**config.mk**
```make
export PLATFORM = sky130hd
export DESIGN_NAME = demux_stream_dispatcher
export DESIGN_NICKNAME = d
export VERILOG_FILES = /design/src/rtl/demux_stream_dispatcher.sv
export SDC_FILE = /design/constraint.sdc
export NUM_CORES = 1
export LEC_CHECK = 0
export BUFFER_PORTS_ARGS = -buffer_cell sky130_fd_sc_hd__clkbuf_2
export CORE_ASPECT_RATIO = 1.25
export CORE_MARGIN = 10
export CORE_UTILIZATION = 52
export DETAILED_ROUTE_END_ITERATION = 8
export PLACE_DENSITY = 0.79
export SETUP_SLACK_MARGIN = 0.15
export SYNTH_ARGS = -nofsm -noshare
export SYNTH_HDL_FRONTEND = slang
export SYNTH_SLANG_ARGS = --single-unit
```
**constraint.sdc**
```tcl
create_clock -name clk -period 2.5 [get_ports clk]
set_clock_uncertainty 0.1 [all_clocks]
set_input_delay 0.125 -clock clk [delete_from_list [all_inputs] [get_ports clk]]
set_output_delay 0.125 -clock clk [all_outputs]
set_load 0.01 [all_outputs]
```
**src/rtl/demux_stream_dispatcher.sv**
```systemverilog
// demux_stream_dispatcher: steers beats from one valid/ready source to four
// sink lanes, round-robin in bursts or to an explicit destination, through a
// one-beat output buffer that also drives the demux select.
//
// Handshake: a transfer happens on a rising edge where valid && ready are
// both high. Ready never depends on valid. Once valid is raised it stays
// high, with data and select unchanged, until that transfer happens.
module demux_stream_dispatcher #(
   parameter int WIDTH = 8,
   parameter int BURST = 1
) (
   input  logic             clk,
   input  logic             rst_n,
   input  logic             in_valid,
   output logic             in_ready,
   input  logic [WIDTH-1:0] in_data,
   input  logic [1:0]       in_dest,
   input  logic             in_directed,
   input  logic [3:0]       lane_en,
   output logic [3:0]       out_valid,
   input  logic [3:0]       out_ready,
   output logic [WIDTH-1:0] out_data,
   output logic [1:0]       sel,
   output logic             drop_err,
   output logic             state_dbg
);

   typedef enum logic {EMPTY = 1'b0, FULL = 1'b1} state_t;

   localparam logic [7:0] BURST_LEN = 8'(BURST);

   state_t     state_q;
   state_t     state_d;
   logic [1:0] ptr_q;
   logic [7:0] cnt_q;
   logic [1:0] rr_lane;
   logic       rr_found;
   logic [1:0] lane;
   logic       lane_ok;
   logic       accept;
   logic       drop;
   logic       load;
   logic       drain;
   logic [7:0] burst_n;

   // Find the first enabled lane at or after ptr, wrapping 3 -> 0.
   always_comb begin
      rr_lane  = ptr_q;
      rr_found = 1'b0;
      for (int i = 0; i < 4; i++) begin
         if (!rr_found && lane_en[ptr_q + 2'(i)]) begin
            rr_lane  = ptr_q + 2'(i);
            rr_found = 1'b1;
         end
      end
   end

   // A directed beat can always be taken (it is dropped if its lane is off);
   // a round-robin beat needs at least one enabled lane.
   assign lane     = in_directed ? in_dest : rr_lane;
   assign lane_ok  = in_directed | rr_found;
   assign in_ready = rst_n & lane_ok & ((state_q == EMPTY) | out_ready[sel]);
   assign accept   = in_valid & in_ready;
   assign drop     = accept & in_directed & ~lane_en[in_dest];
   assign load     = accept & ~drop;
   assign drain    = (state_q == FULL) & out_ready[sel];
   assign burst_n  = (rr_lane == ptr_q) ? (cnt_q + 8'd1) : 8'd1;
   assign state_dbg = state_q;

   // Buffer state register.
   always_ff @(posedge clk) begin
      if (!rst_n) state_q <= EMPTY;
      else        state_q <= state_d;
   end

   // Next buffer state and lane valid decode.
   always_comb begin
      state_d   = state_q;
      out_valid = 4'b0000;
      case (state_q)
         EMPTY: begin
            if (load) state_d = FULL;
         end
         FULL: begin
            out_valid = 4'b0001 << sel;
            if (drain && !load) state_d = EMPTY;
         end
         default: state_d = EMPTY;
      endcase
   end

   // Payload and select load together on every buffered accept.
   always_ff @(posedge clk) begin
      if (!rst_n) begin
         out_data <= '0;
         sel      <= 2'd0;
      end else if (load) begin
         out_data <= in_data;
         sel      <= lane;
      end
   end

   // Round-robin pointer and burst count; directed beats leave them alone.
   always_ff @(posedge clk) begin
      if (!rst_n) begin
         ptr_q <= 2'd0;
         cnt_q <= 8'd0;
      end else if (load && !in_directed) begin
         if (burst_n == BURST_LEN) begin
            ptr_q <= rr_lane + 2'd1;
            cnt_q <= 8'd0;
         end else begin
            ptr_q <= rr_lane;
            cnt_q <= burst_n;
         end
      end
   end

   // One-cycle pulse after a directed beat to a disabled lane is consumed.
   always_ff @(posedge clk) begin
      if (!rst_n) drop_err <= 1'b0;
      else        drop_err <= drop;
   end

endmodule

```
==> impl_metrics.yaml <==
synthesis:
  synth_top_area_cell: "dfxtp_1"
  synth_area_um2: 1460
  cells_taking_the_most_area_after_synthesis: "dfxtp_1 30%, nand2_1 7.2%, o21ai_1 4.5%, buf_6 3.9%, mux4_1 3.6%"
  synth.avg_cell_area_um2: 8.40
  yosysSeqAreaShare: 0.301
  postSynthRegisterBits: 22
  mappedNetlistNets: 197
  synthesis.instances: 174
  synth_largest_type_area_fraction: 0.301
  synth.lib_cells_used.distinct: 53
  ys_warn_count: 0
sta:
  hold_slack_ns: 0.0315
  hold_viol_final: 0
  rsz_0062_raised_after_global_routing: "false"
  worst_slew_pin_slew_ns: 0.523
  relSlewSlack: 0.651
  timing.final.max_slew_violations: 0
  totalNegativeSetupSlack_ns: 0
  fmax_mhz: 441
  period_share: 0.908
  setup_violations: 0
  final_period_minus_worst_setup_slack_ns: 2.27
cells_and_area:
  postLayoutCellArea_um2: 1750
  num_antenna_cells: 0
  fill_cells: 227
  final_layout_size_suffix_gt1_frac: 0.286
  area.sequential_um2: 445
  fin_cells: 247
  multiInputGateArea_um2: 913
  synthToLayoutAreaGrowth_pct: 20.0
  finalCoreUtilization: 0.655
  nets: 237
place:
  gp_congestion: 0.821
  place.detailed.instances: 233
  io_buffers: 38
  hpwl_after_detailed_placement_um: 2510
  placed_cell_area_um2: 1600
routing:
  route.antenna.remaining_nets: 0
  routed-via-count: 1384
  firstDrtPassIters: 5
  initialDrtViolationCount: 76
  drt-vias-per-instance: 5.60
  remaining_drc_errors: 0
  drt_total_wl_um: 3490
  wl_per_cell_um: 14.1
die:
  die_ar_um2: 5340
  die_w_um: 67.4
  die_height_um: 79.3
  design.core.area_um2: 2680
  fp-row-count: 21
  io-pin-count: 39
  floorplan.initialDensity: 0.545
setup_path:
  worst_setup_path_end_kind: "output pin"
  worst_ep_required_time_ns: 2.28
  r2r.worst_path.cells: 8
  worst_path_arrival_time_ns: 2.04
  regToRegStartpoint: "ptr_q[1]"
  critPathMaxFanout: 4
  critPathKind: "reg -> out"
  setup.reg_to_reg.worst_slack_ns: 0.25
  startpoint_type: "register"
  rr_endpoint: "cnt_q[2]"
clock_tree:
  clock_tree_from_tritoncts: "done"
  cell_chosen_for_the_clock_root: "clkbuf_4"
  cts_num_sinks: 22
  clock_path_buffers: 2
  cts_max_level: 1
  worst_skew_pair.late_latency_ns: 0.30
  tritoncts.num_buffers: 3
  clk_transition_reported_paths_ns: 0.13
power:
  vdd_drop_max_v: 0.000234
  power_report.internal_total_uw: 615
  power.share.combinational: 0.214
  cellLeakagePower_uw: 0.000725
  switching_share: 0.261
  seqPwrFrac: 0.461
  switchingPower_uw: 217
  power-per-cell-area_nw_per_um2: 474
  clock_power_share: 0.325
status:
  run_status: "complete, no violations"
grt:
  gr-total-overflow: 0
  grt_pass1_wl_um: 5650
  globalRoute.busiestLayer: "met2"
  grt_use_total: 0.130
  number_of_antenna_violations_at_the_first_check_in_global_routing: 0
  grtUsageMet2: 0.237
  groute.layer.met3.usage: 0.0337
  first_global_vias: 1287
  grt_start_max_net_pins: 23
  use_met1: 0.132
hold_path:
  whs_endpoint: "drop_err"
  min-delay-path-class: "in -> reg"
  worst_hold_path.num_cells: 3
  hold_startpoint: "in_directed"
run:
  max_cap_viol_count: 0
[cells in the mapped netlist, drive strengths merged]
master	instances
nand4	1
a31oi	2
buf	8
nand3	3
nor3b	2
a41oi	1
or4	5
nor4b	1
inv	2
o221ai	1
o21a	5
o211ai	1
nand2b	2
or2	1
dfxtp	22
nor3	6
nor2	10
nor2b	4
clkbuf	6
a21boi	5
o311a	1
o21ai	20
a211o	1
or3	2
and3b	2
a221oi	1
o32a	1
a311oi	1
and2	1
ha	1
and3	5
or4b	1
nand2	28
a211oi	1
xnor2	4
mux2	1
o22a	1
a21oi	4
or3b	1
and2b	3
nand3b	1
mux2i	2
mux4	3
[power groups by stage]
| stage | combinational, µW | sequential (µW) | clock, µW |
|---|---|---|---|
| after CTS | 175 | 385 | 280 |
| after floorplan | 118 | 395 | 0 |
| final | 178 | 384 | 270 |
| after detailed placement | 164 | 393 | 0 |
| after global placement | 158 | 391 | 0 |
| after global routing | 196 | 387 | 298 |
[repair_timing]
action | CTS | global route
setup buffers | 0 | 2
hold endpoints to repair | 8 | 0
hold buffers | 8 | 0
endpoints found under the setup margin | 1 | 1
pin swaps | 1 | 1
gates resized for setup | 2 | 1
[critical path: stages, from the launching register on]
cell and delay [ns]:
dfxtp_4 0.39, mux2_4 0.29, or4_1 0.39, a211o_1 0.35, and3b_1 0.19, clkbuf_2 0.12
[placed cells by master (no fill, tap or decap), types with 2 or more instances in the layout]
master,count
a21boi_1,5
a21oi_1,3
and2b_2,2
and3_1,4
and3b_1,2
buf_4,3
clkbuf_2,38
clkbuf_4,3
dfxtp_1,20
dlygate4sd3_1,8
inv_2,2
mux2i_1,2
mux4_1,2
nand2_1,28
nand2b_1,2
nand3_1,3
nor2_1,10
nor2b_1,4
nor3_1,6
nor3b_1,2
o21a_1,5
o21ai_0,7
o21ai_1,13
or4_1,5
xnor2_1,4
[registers in the layout (all words and copies together), names as in the netlist]
signal and cells:
state_dbg 1, drop_err 1, cnt_q 8, sel 2
ptr_q 2, out_data 8
[layout make-up]
cell class                 count  share of cell area
clock buffer                   3              0.0128
tap                           34              0.0243
timing repair buffer          49               0.167
multi-input combinational    136               0.521
inverter                       2             0.00428
clock inverter                 1              0.0171
sequential                    22               0.254
[worst max path at each step]
stage              from       end  slack (ns)  cells past startpoint
5_1_grt        ptr_q[1]  in_ready        0.15                      5
3_5_place_dp   ptr_q[1]  cnt_q[7]        0.21                      6
4_1_cts        ptr_q[1]  in_ready        0.18                      5
3_3_place_gp   ptr_q[1]  cnt_q[7]        0.26                      6
6_report       ptr_q[1]  in_ready        0.23                      5
2_1_floorplan  ptr_q[1]  cnt_q[4]        0.36                      8
[per-layer routing]
metal,part of all wire,vias to the layer above
met5,0,-
met4,0.017,0
met3,0.078,6
met2,0.49,49
met1,0.41,621
li1,-,708
[kinds of logic (layout without fill, tap and decap cells)]
kind of cell    Yosys count  after routing  synth area share
buf+inv                  16             55            0.0736
compound gates           46             46             0.214
mux                       6              6            0.0753
xor+xnor                  4              4            0.0240
fa+ha+maj                 1              1           0.00856
flops                    22             22             0.301
simple gates             79             79             0.303
[per-stage QoR]
step / setup slack (ns) / power [µW]
CTS: 0.177 / 840
global placement: 0.263 / 550
global route: 0.155 / 881
finish: 0.230 / 832
floorplan: 0.361 / 514
detailed placement: 0.211 / 557
No activity file was read; power rests on OpenSTA's default activity.
